File: config.mk
export PLATFORM = sky130hd
export DESIGN_NAME = pipe_hazard_ctrl
export DESIGN_NICKNAME = d
export VERILOG_FILES = /design/src/rtl/pipe_hazard_ctrl.sv
export SDC_FILE = /design/constraint.sdc
export NUM_CORES = 1
export LEC_CHECK = 0
export BUFFER_PORTS_ARGS = -buffer_cell sky130_fd_sc_hd__buf_2
export CORE_MARGIN = 2
export CORE_UTILIZATION = 56
export CTS_BUF_LIST = sky130_fd_sc_hd__clkbuf_8
export DETAILED_ROUTE_END_ITERATION = 6
export GPL_ROUTABILITY_DRIVEN = 0
export GPL_TIMING_DRIVEN = 0
export PLACE_DENSITY = 0.95
export SLEW_MARGIN = 20
export SYNTH_ARGS = -nofsm -noshare
export SYNTH_HDL_FRONTEND = slang
export SYNTH_SLANG_ARGS = --single-unit
File: constraint.sdc
create_clock -name clk -period 4.1 [get_ports clk]
set_clock_uncertainty 0.2 [all_clocks]
set_input_delay 0 -clock clk [delete_from_list [all_inputs] [get_ports clk]]
set_output_delay 0 -clock clk [all_outputs]
set_load 0.01 [all_outputs]
File: src/rtl/pipe_hazard_ctrl.sv
// Stall/flush sequencer for the 6-stage IITB-RISC-23 pipeline.
// Drives per-register write enables and flushes, and expands LM/SM into micro-ops.
module pipe_hazard_ctrl (
  input  logic       clk,
  input  logic       rst_n,
  input  logic       id_valid,
  input  logic       id_is_lmsm,
  input  logic [7:0] id_reglist,
  input  logic       redirect_id,
  input  logic       rf_ra_used,
  input  logic       rf_rb_used,
  input  logic [2:0] rf_ra,
  input  logic [2:0] rf_rb,
  input  logic       ex_mem_rd,
  input  logic [2:0] ex_rd,
  input  logic       redirect_ex,
  input  logic       ex_illegal,
  input  logic       dmem_stall,
  output logic       pc_we,
  output logic       if_id_we,
  output logic       id_rf_we,
  output logic       rf_ex_we,
  output logic       ex_mem_we,
  output logic       mem_wb_we,
  output logic       if_id_flush,
  output logic       id_rf_flush,
  output logic       rf_ex_flush,
  output logic       ex_mem_flush,
  output logic       uop_valid,
  output logic [2:0] uop_reg,
  output logic       uop_first,
  output logic       uop_last,
  output logic       seq_busy,
  output logic       halted
);

  typedef enum logic [1:0] {RUN, MULTI, HALTED} state_t;

  state_t     state, state_nxt;
  logic [7:0] mask, mask_nxt;
  logic [7:0] sel;
  logic [7:0] rest;
  logic [2:0] low;
  logic       load_use;

  function automatic logic [2:0] lowest(input logic [7:0] v);
    logic [2:0] r;
    r = 3'd0;
    for (int i = 7; i >= 0; i--)
      if (v[i]) r = 3'(i);
    return r;
  endfunction

  // The micro-op source is the live reglist on entry, the pending mask afterwards.
  assign sel  = (state == MULTI) ? mask : id_reglist;
  assign low  = lowest(sel);
  assign rest = sel & ~(8'd1 << low);

  assign load_use = ex_mem_rd && ((rf_ra_used && (rf_ra == ex_rd)) ||
                                  (rf_rb_used && (rf_rb == ex_rd)));

  always_ff @(posedge clk or negedge rst_n) begin
    if (!rst_n) begin
      state <= RUN;
      mask  <= 8'd0;
    end else begin
      state <= state_nxt;
      mask  <= mask_nxt;
    end
  end

  always_comb begin
    state_nxt    = state;
    mask_nxt     = mask;
    pc_we        = 1'b1;
    if_id_we     = 1'b1;
    id_rf_we     = 1'b1;
    rf_ex_we     = 1'b1;
    ex_mem_we    = 1'b1;
    mem_wb_we    = 1'b1;
    if_id_flush  = 1'b0;
    id_rf_flush  = 1'b0;
    rf_ex_flush  = 1'b0;
    ex_mem_flush = 1'b0;
    uop_valid    = 1'b0;
    uop_reg      = 3'd0;
    uop_first    = 1'b0;
    uop_last     = 1'b0;

    if (state == HALTED) begin
      // Only the MEM/WB stage keeps draining; EX/MEM keeps feeding NOPs.
      pc_we        = 1'b0;
      if_id_we     = 1'b0;
      id_rf_we     = 1'b0;
      rf_ex_we     = 1'b0;
      ex_mem_we    = 1'b0;
      ex_mem_flush = 1'b1;
    end else if (dmem_stall) begin
      pc_we     = 1'b0;
      if_id_we  = 1'b0;
      id_rf_we  = 1'b0;
      rf_ex_we  = 1'b0;
      ex_mem_we = 1'b0;
      mem_wb_we = 1'b0;
    end else if (ex_illegal) begin
      pc_we        = 1'b0;
      if_id_we     = 1'b0;
      id_rf_we     = 1'b0;
      rf_ex_we     = 1'b0;
      ex_mem_we    = 1'b0;
      ex_mem_flush = 1'b1;
      state_nxt    = HALTED;
      mask_nxt     = 8'd0;
    end else if (redirect_ex) begin
      if_id_we    = 1'b0;
      id_rf_we    = 1'b0;
      rf_ex_we    = 1'b0;
      if_id_flush = 1'b1;
      id_rf_flush = 1'b1;
      rf_ex_flush = 1'b1;
      state_nxt   = RUN;
      mask_nxt    = 8'd0;
    end else if (load_use) begin
      pc_we       = 1'b0;
      if_id_we    = 1'b0;
      id_rf_we    = 1'b0;
      rf_ex_we    = 1'b0;
      rf_ex_flush = 1'b1;
    end else if (state == RUN && redirect_id) begin
      if_id_we    = 1'b0;
      if_id_flush = 1'b1;
    end else if (state == MULTI) begin
      uop_valid = 1'b1;
      uop_reg   = low;
      mask_nxt  = rest;
      if (rest == 8'd0) begin
        uop_last  = 1'b1;
        state_nxt = RUN;
      end else begin
        pc_we    = 1'b0;
        if_id_we = 1'b0;
      end
    end else if (id_valid && id_is_lmsm) begin
      if (id_reglist == 8'd0) begin
        // Empty list: the instruction does nothing, drop it at ID/RF.
        id_rf_we    = 1'b0;
        id_rf_flush = 1'b1;
      end else begin
        uop_valid = 1'b1;
        uop_first = 1'b1;
        uop_reg   = low;
        if (rest == 8'd0) begin
          uop_last = 1'b1;
        end else begin
          pc_we     = 1'b0;
          if_id_we  = 1'b0;
          mask_nxt  = rest;
          state_nxt = MULTI;
        end
      end
    end

    // Outputs are forced quiet while reset is held.
    if (!rst_n) begin
      pc_we        = 1'b0;
      if_id_we     = 1'b0;
      id_rf_we     = 1'b0;
      rf_ex_we     = 1'b0;
      ex_mem_we    = 1'b0;
      mem_wb_we    = 1'b0;
      if_id_flush  = 1'b0;
      id_rf_flush  = 1'b0;
      rf_ex_flush  = 1'b0;
      ex_mem_flush = 1'b0;
      uop_valid    = 1'b0;
      uop_reg      = 3'd0;
      uop_first    = 1'b0;
      uop_last     = 1'b0;
    end
  end

  assign seq_busy = rst_n && (state == MULTI);
  assign halted   = rst_n && (state == HALTED);

endmodule

==> summary.md, run 1 <==
| Metric | Value |
|---|---|
| WP data required | `3.90 ns` |
| Syn_nets | `195` |
| Core Util, Final | `76.1%` |
| Post-CTS resize count | `0` |
| Max H-tree Level | `1` |
| Post-route insts no fill | `250` |
| Routed wire length | `3940 µm` |
| DR iter-0 viols | `75` |
| Worst rel slew slack | `62.2%` |
| Data arrival time of the worst path | `2.95 ns` |
| Sequential share of power | `28.3%` |
| Leakage | `0.815 nW` |
| Drt pass-1 iters | `4` |
| Antenna cells | `0` |
| DR DRC count | `0` |
| Worst flop-to-flop path startpoint | `state[0]` |
| Post-Synthesis Cells | `167` |
| Vias per inst | `6.24` |
| Min cycle time layout | `3.15 ns` |
| CP Capture Type | `output port` |
| I/O Pins | `46` |
| Num CTS Buffers | `3` |
| First-pass GRT wire length | `6450 µm` |
| VDD IR max | `0.241 mV` |
| Top_reg_cell synth | `dfrtp_1` |
| Layout Nets | `251` |
| Vias in the first global route | `1501` |
| Core Region | `2210 µm²` |
| Grt total ovfl | `0` |
| Avg Cell Area, Syn | `7.83 µm²` |
| Simple-gate portion of the synthesized area | `32.2%` |
| Antenna viol nets, final | `0` |
| Leading cell type in the layout, fill and taps excluded | `buf_2` |
| Worst-Skew Late Latency | `0.24 ns` |
| Yosys reg bits | `10` |
| Cell Int Power | `0.347 mW` |
| Die ar. | `2740 µm²` |
| Worst Tran Pin Value | `0.561 ns` |
| FMAX | `0.317 GHz` |
| # fillers | `167` |
| Clock Sinks | `10` |
| Tot GR Track Use | `31.6%` |
| Clk pin slew, worst setup/hold paths | `0.05 ns` |
| Ranking of synthesized cells by area | `dfrtp_1, mux2i_1, nor2_1` |
| Layout cells sized above 1 | `32.9%` |
| Crit. Startpoint | `state[0]` |
| Fin crit share | `76.9%` |
| Wire length per cell | `15.8 µm` |
| Port buffer count | `45` |
| DIE WIDTH | `52.3 µm` |
| Placed cells | `240` |
| Syn Std Cell Area | `1310 µm²` |
| Area leader, netlist | `dfrtp_1` |
| Place WS | `1.04 ns` |
| DP Wirelength | `2940 µm` |
| Sum of negative setup slack | `0 ns` |
| Cell variety after synth | `46` |
| Initial Utilization | `59.1%` |
| Final WS setup | `0.948 ns` |
| Setup crit end | `if_id_we` |
| Clock power frac | `21.0%` |
| Slew Limit Fails | `0` |
| Yosys warnings | `0` |
| RSZ-0062 raised after global routing | `no` |
| Worst r2r dst | `state[1]` |
| Height of the die | `52.3 µm` |
| Worst Hold Class | `in2reg` |
| Max-cap violation count | `0` |
| Seq/Total Area, Yosys | `19.1%` |
| Ys async rst share | `100%` |
| Startpoint types | `register` |
| Sw frac | `41.0%` |
| Via Count | `1560` |
| Rows | `17` |
| Final Hold Fails | `0` |
| Net load switching power | `0.241 mW` |
| Flop-to-flop setup slack | `0.95 ns` |
| Largest family of logic cells by synthesized area | `simple AND/OR/NAND/NOR gates` |
| CTS tree | `built` |
| Mux cell area share after synthesis | `14.3%` |
| Synth top area share | `19.1%` |
| Clk root buf | `clkbuf_8` |
| Largest net degree at the start of global routing | `11` |
| Xor and xnor area share after synthesis | `4.02%` |
| Comb pwr share | `50.7%` |
| Commonest cells after routing, fill and taps aside | `buf_2, nor2_1, nand2_1` |
| Finish-stage setup viols | `0` |
| Adder-Cell Fraction of Synth Area | `0%` |
| Crit Path Max Fanout | `9` |
| Worst Reg-to-Reg Cells | `8` |
| Status | `finished, final reports clean` |
| PD cells | `349 nW/µm²` |
| Number of enable flip-flop cells after synthesis | `0` |
| CTS max path bufs | `2` |
| Initial antenna violation count | `0` |
| Area grow syn2layout | `28.7%` |
| Post-synthesis compound-gate area fraction | `25.9%` |
| CP Class | `reg2out` |
what timing repair did:
| action | 4_1_cts | 5_1_grt |
|---|---|---|
| setup endpoints to repair | 0 | 0 |
| hold endpoints to repair | 15 | 0 |
| buffers inserted | 0 | 0 |
| hold buffers | 6 | 0 |
sequential cells by signal, indices dropped and copies added, names as in the netlist:
register / count
state: 2
mask: 8
power by group through the flow:
| stage | clock network (mW) | registers [mW] | logic (mW) |
|---|---|---|---|
| after floorplan | 0 | 0.152 | 0.215 |
| after global placement | 0 | 0.165 | 0.280 |
| after detailed placement | 0 | 0.167 | 0.287 |
| after CTS | 0.125 | 0.165 | 0.294 |
| after global routing | 0.131 | 0.171 | 0.322 |
| final | 0.123 | 0.167 | 0.298 |
layer usage:
metal / part of all wire [%] / vias to the layer above / track usage (%)
met5: 0 / - / 0
met4: 2.2 / 0 / 12.4
met3: 9.4 / 13 / 4.86
met2: 50 / 107 / 56.3
met1: 39 / 701 / 37.4
li1: - / 739 / -
area by class of cell:
| class | instances | area (µm²) | area share, % |
|---|---|---|---|
| Buffer | 4 | 31.3 | 1.86 |
| Multi-Input combinational cell | 146 | 1000 | 59.4 |
| Tap cell | 28 | 35.0 | 2.08 |
| Clock buffer | 4 | 55.1 | 3.27 |
| Timing Repair Buffer | 51 | 285 | 17.0 |
| Sequential cell | 10 | 250 | 14.9 |
| Inverter | 7 | 26.3 | 1.56 |
through the flow:
stage	hold slack, ns	cell area, µm²	power (mW)
finish	0.0368	1680	0.588
global route	0.0638	1680	0.624
global placement	-0.310	1570	0.445
floorplan	-0.496	1310	0.368
CTS	0.0252	1680	0.583
detailed placement	-0.308	1570	0.454
worst min-delay path by stage:
| stage | startpoint | endpoint | slack, ns | cells after the start |
|---|---|---|---|---|
| global placement | rst_n | mask[6] | -0.31 | 1 |
| global route | redirect_ex | mask[1] | 0.06 | 4 |
| finish | redirect_ex | mask[1] | 0.04 | 4 |
| detailed placement | rst_n | mask[6] | -0.31 | 1 |
| CTS | redirect_ex | mask[1] | 0.03 | 4 |
| floorplan | rst_n | mask[0] | -0.50 | 0 |
cell families after synthesis:
group / count (synthesis)
and+or+nand+nor: 80
DFF: 10
muxes: 16
xor gates and xnor gates: 6
AOI/OAI and AO/OA: 44
buffers and inverters: 11
synthesized netlist by cell type, drive strengths merged, types with 3 or more instances:
master   number
a211oi        6
a21oi         6
and3          3
and4          3
buf           3
dfrtp        10
inv           7
mux2          6
mux2i        10
nand2        20
nand2b        3
nand4         3
nor2         22
nor2b         4
nor3          5
o2111ai       4
o211ai        4
o21ai         7
o22ai         3
o31ai         4
or2           3
or3           3
xnor2         6
worst max-delay path, stage by stage, from the launching register on:
cell and delay (ns):
dfrtp_1 0.49, nor2b_1 0.21, buf_6 0.16, mux2i_1 0.48
and4_1 0.33, o2111ai_1 0.20, a31oi_1 0.41, a21oi_1 0.12
nor3_1 0.15, buf_2 0.16
(Power assumes the default switching activity.)
==> inputs of run 2 (changes only) <==
- CORE_UTILIZATION: 56 -> 47
- PLACE_DENSITY: 0.95 -> 0.86
- clock period: 4.1 -> 2.7 ns (I/O delays scaled with it)
==> summary.md, run 2 (synthesis gave the netlist of run 1 again) <==
| Metric | Value |
|---|---|
| Largest net degree at the start of global routing | `11 (unchanged)` |
| Crit. Startpoint | `mask[2]` |
| Core Region | `2710 µm² (+23%)` |
| Initial antenna violation count | `0 (unchanged)` |
| Core Util, Final | `76.1% (about the same)` |
| DR DRC count | `0 (unchanged)` |
| Wire length per cell | `17.7 µm (+12%)` |
| Grt total ovfl | `0 (unchanged)` |
| Area grow syn2layout | `57.7%` |
| Final Hold Fails | `0 (unchanged)` |
| Finish-stage setup viols | `7 (+7)` |
| Leading cell type in the layout, fill and taps excluded | `buf_2` |
| Worst Tran Pin Value | `0.591 ns (+0.0304 ns)` |
| Max reg flops | `8 (unchanged)` |
| Tot GR Track Use | `27.5% (-4.1 points)` |
| Clk root buf | `clkbuf_8` |
| Total power | `1.15 mW (+95%)` |
| Slew Limit Fails | `0 (unchanged)` |
| Worst rel slew slack | `60.5% (-1.7 points)` |
| Vias in the first global route | `1592 (+6.1%)` |
| CTS tree | `built` |
| VDD IR max | `0.435 mV (+81%)` |
| Crit Path Max Fanout | `8 (-1)` |
| Rows | `19 (+2)` |
| RSZ-0062 raised after global routing | `yes` |
| FMAX | `0.361 GHz` |
| Vias per inst | `6.26 (+0.35%)` |
| DR iter-0 viols | `92 (+23%)` |
| Port buffer count | `45 (unchanged)` |
| Initial Utilization | `48.2% (-11 points)` |
| CP max stage cell | `or4b_4` |
| Final WS setup | `-0.0672 ns (-1.02 ns)` |
| Worst-Skew Late Latency | `0.25 ns (about the same)` |
| Max-cap violation count | `0 (unchanged)` |
| Slowest cell delay on critical path | `0.56 ns (+0.07 ns)` |
| First-pass GRT wire length | `7030 µm (+9.0%)` |
| Die ar. | `3220 µm² (+18%)` |
| CTS max path bufs | `2 (unchanged)` |
| Layout cells sized above 1 | `48.8% (+16 points)` |
| I/O Pins | `46 (unchanged)` |
| Drt pass-1 iters | `4 (unchanged)` |
| Worst hold start | `redirect_ex` |
| Fin crit share | `102%` |
| Clk pin slew, worst setup/hold paths | `0.06 ns (about the same)` |
| Violated checks | `setup timing` |
| Min cycle time layout | `2.77 ns` |
| Post-route insts no fill | `275 (+10%)` |
| Hold WS | `0.0669 ns (+0.0301 ns)` |
| Commonest cells after routing, fill and taps aside | `buf_2, nor2_1, buf_4` |
| Top Registers | `mask: 8 flops, state: 2 flops` |
| Routed wire length | `4860 µm (+23%)` |
| Cell Chain, Critical Path | `or4b_4 -> o31ai_4 -> and4_4 -> o2111ai_4 -> and3_4 -> o21ai_4 -> buf_12 -> mux2_4` |
| Sum of negative setup slack | `-0.319 ns (-0.319 ns)` |
| PD cells | `557 nW/µm² (+59%)` |
| Data arrival time of the worst path | `2.69 ns (-0.26 ns)` |
| Height of the die | `56.7 µm (+8.5%)` |
| DIE WIDTH | `56.7 µm (+8.5%)` |
| Antenna cells | `0 (unchanged)` |
| Antenna viol nets, final | `0 (unchanged)` |
| Startpoint types | `register` |
| Worst flop-to-flop path startpoint | `mask[2]` |
| Via Count | `1722 (+10%)` |
| Leakage | `0.963 nW (+18%)` |
| Clock Sinks | `10 (unchanged)` |
| Status | `finished, violations left` |
| Max H-tree Level | `1 (unchanged)` |
| CP Capture Type | `register` |
| Num CTS Buffers | `3 (unchanged)` |
| CP delay by family, top | `simple AND/OR/NAND/NOR gates` |
| CP Class | `reg2reg` |
| WP data required | `2.63 ns (-1.27 ns)` |
| Placed cells | `243 (+1.3%)` |
| Most flops, register | `mask` |
| Worst Hold Class | `in2reg` |
| DP Wirelength | `2760 µm (-6.0%)` |
| Crit path buffers/inverters | `1 (-1)` |
| Layout Nets | `273 (+8.8%)` |
[run 2: changes by cell type in the layout (fill, tap and decap cells not counted), moves of 3 or more]
cell	delta
dfrtp_2	+3
o31ai_2	-3
mux2i_1	-4
mux2i_4	+3
o31ai_4	+3
buf_4	+21
a21oi_1	-3
nand2_1	-3
a21oi_2	+3
dfrtp_1	-3
[run 2: routing by layer]
layer,GRT usage [%],part of all wire (%),routed length (µm)
met1,32.4,39,1900
met2,48.2,49,2360
met3,3.69,7.9,384
met4,14.0,4.3,208
met5,0,0,0
[run 2: cell type report]
cell class,instances,area [µm²]
timing repair buffer,73,463
clock buffer,4,55.1
tap,31,38.8
fill,199,648
inverter,7,26.3
sequential,10,254
buffer,4,37.5
multi-input combinational,146,1190
[run 2: repair_timing]
action                                 4_1_cts  5_1_grt
resized for setup                           22       15
buffers inserted                            12       10
pin swaps                                    3       13
hold buffers                                 6        0
setup endpoints to repair                   13       14
endpoints found under the hold margin       15        0
[run 2: power breakdown]
part / switching [mW] / internal [mW]
clock: 0.0724 / 0.129
sequential: 0.0612 / 0.193
combinational: 0.347 / 0.346
total: 0.481 / 0.668
[run 2: worst reg2reg max path: cells and delay by family, from the launching register on]
family / cells / cell delay [ns]
DFF: 1 / 0.43
muxes: 1 / 0.30
buffers and inverters: 1 / 0.16
and+or+nand+nor: 3 / 1.13
AOI/OAI and AO/OA: 3 / 0.44
[run 2: through the flow]
stage | cell area (µm²) | setup slack (ns)
after floorplan | 1310 | 0.0620
after global placement | 1570 | -0.288
after detailed placement | 1570 | -0.305
after CTS | 1910 | 0.0154
after global routing | 2060 | -0.113
final | 2060 | -0.0672
[run 2: final timing paths]
path | end | slack, ns | depth (start not counted)
setup reg to reg | mask[2] | -0.07 | 8
hold reg to reg | mask[1] | 0.37 | 2
min in group asynchronous | mask[1] | 0.68 | 3
setup / recovery | mask[2] | -0.07 | 8
max in group asynchronous | state[0] | 1.23 | 3
hold / removal | mask[1] | 0.07 | 4
==> inputs of run 3 (changes only) <==
- CORE_UTILIZATION: 47 -> 40
- PLACE_DENSITY: 0.86 -> 0.76
- RECOVER_POWER: unset -> 100
==> summary.md, run 3 (synthesis gave the netlist of run 1 again) <==
| Metric | Value |
|---|---|
| Antenna viol nets, final | `0 (unchanged)` |
| Clk pin slew, worst setup/hold paths | `0.05 ns (about the same)` |
| FMAX | `0.367 GHz (+1.6%)` |
| Fin area | `2040 µm² (-0.97%)` |
| Final Hold Fails | `0 (unchanged)` |
| Top Registers | `mask: 8 flops, state: 2 flops` |
| Fin crit share | `101% (-1.6 points)` |
| Num CTS Buffers | `3 (unchanged)` |
| Initial antenna violation count | `0 (unchanged)` |
| Tot GR Track Use | `24.2% (-3.3 points)` |
| Crit Path Max Fanout | `10 (+2)` |
| Drt pass-1 iters | `4 (unchanged)` |
| CTS max path bufs | `2 (unchanged)` |
| Data arrival time of the worst path | `2.64 ns (-0.05 ns)` |
| Status | `finished, violations left` |
| Height of the die | `61.2 µm (+7.8%)` |
| Clock Sinks | `10 (unchanged)` |
| Worst Reg-to-Reg Cells | `8 (unchanged)` |
| Routed wire length | `4630 µm (-4.7%)` |
| Slew Limit Fails | `0 (unchanged)` |
| Antenna cells | `0 (unchanged)` |
| Violated checks | `setup timing` |
| Die ar. | `3740 µm² (+16%)` |
| Hold depth | `4 (unchanged)` |
| Max reg flops | `8 (unchanged)` |
| Core Region | `3080 µm² (+14%)` |
| Most flops, register | `mask` |
| Vias in the first global route | `1495 (-6.1%)` |
| Flop-to-flop setup slack | `-0.02 ns (+0.04 ns)` |
| Max-cap violation count | `0 (unchanged)` |
| DR DRC count | `0 (unchanged)` |
| Grt total ovfl | `0 (unchanged)` |
| Post-DP Area | `1590 µm² (+1.0%)` |
| WP data required | `2.61 ns (-0.02 ns)` |
| Clk root buf | `clkbuf_8` |
| Final WS setup | `-0.0247 ns (+0.0425 ns)` |
| DIE WIDTH | `61.2 µm (+7.8%)` |
| CTS tree | `built` |
| Max H-tree Level | `1 (unchanged)` |
| Area grow syn2layout | `56.2%` |
| Startpoint types | `register` |
| Post-route insts no fill | `285 (+3.6%)` |
| Placed cells | `256 (+5.3%)` |
| Via Count | `1645 (-4.5%)` |
| Vias per inst | `5.77 (-7.8%)` |
| Wire length per cell | `16.2 µm (-8.1%)` |
| Rows | `20 (+1)` |
| Layout Nets | `271 (-0.73%)` |
| Layout cells sized above 1 | `48.1% (-0.64 points)` |
| CP Capture Type | `register` |
| DR iter-0 viols | `112 (+22%)` |
| Worst rel slew slack | `61.7% (+1.2 points)` |
| CP Class | `reg2reg` |
| RSZ-0062 raised after global routing | `yes` |
| Min cycle time layout | `2.72 ns (-0.0425 ns)` |
| Leakage | `0.934 nW (-3.0%)` |
| Commonest cells after routing, fill and taps aside | `buf_2, nor2_1, buf_4` |
| Port buffer count | `45 (unchanged)` |
| Finish-stage setup viols | `4 (-3)` |
| DP Wirelength | `2850 µm (+3.3%)` |
| PD cells | `527 nW/µm² (-5.5%)` |
| Initial Utilization | `42.5% (-5.8 points)` |
| Worst-Skew Late Latency | `0.24 ns (about the same)` |
| Worst Tran Pin Value | `0.569 ns (-0.0226 ns)` |
| Worst Hold Class | `in2reg` |
| First-pass GRT wire length | `6810 µm (-3.1%)` |
| Leading cell type in the layout, fill and taps excluded | `buf_2` |
| I/O Pins | `46 (unchanged)` |
| Largest net degree at the start of global routing | `11 (unchanged)` |
| VDD IR max | `0.332 mV (-24%)` |
==> run 3: final cells by class <==
type	count	area [µm²]
buffer	3	33.8
sequential	10	254
fill	252	1040
multi-input combinational	146	1180
timing repair buffer	72	452
tap	44	55.1
clock buffer	3	41.3
inverter	7	26.3
==> run 3: worst paths after layout <==
check                                 start        to
max in group asynchronous             rst_n  state[0]
worst min register to register      mask[0]   mask[0]
worst min-delay path            redirect_ex   mask[1]
worst max-delay path               state[1]  state[1]
worst max register to register     state[1]  state[1]
min in group asynchronous             rst_n   mask[0]
==> run 3: metal layers <==
layer  global-route usage, %  part of all wire, %  routed length [µm]  vias to the layer above
met5                       0                    0                   0                        -
met4                    4.97                  1.3                  59                        0
met3                    3.57                  7.2                 331                        8
met2                    43.5                   51                2360                       87
met1                    30.6                   41                1880                      773
li1                        -                    -                   -                      777
==> run 3: power by group <==
part	switching, mW	leakage [nW]	total [mW]	internal [mW]
Combinational	0.329	0.783	0.661	0.332
Clock	0.0559	0.0216	0.153	0.0974
Sequential	0.0685	0.130	0.262	0.193
==> run 3: stage by stage <==
stage	power (mW)	TNS [ns]	util [%]	setup WS [ns]	hold slack [ns]
finish	1.08	-0.0856	66.3	-0.0247	0.0337
global route	1.14	-0.602	66.3	-0.0900	0.0790
CTS	0.963	0	60.9	0.0000464	0.0113
detailed placement	0.689	-2.03	51.6	-0.296	-0.307
global placement	0.684	-2.33	51.6	-0.321	-0.309
floorplan	0.558	0	-	0.0620	-0.496
==> run 3: critical path, cell delays in order, from the launching register on <==
cell and delay (ns):
dfrtp_2 0.45, or4b_4 0.57, o31ai_4 0.10, and4_4 0.32
o2111ai_4 0.14, and3_4 0.23, o21ai_4 0.16, buf_12 0.15
mux2_4 0.29
==> run 3: timing repair <==
item / CTS / global route
setup endpoints to repair: 14 / 13
pin swaps: 4 / 9
hold buffers: 5 / 0
endpoints found under the hold margin: 15 / 0
resized for setup: 20 / 16
setup buffers: 11 / 11
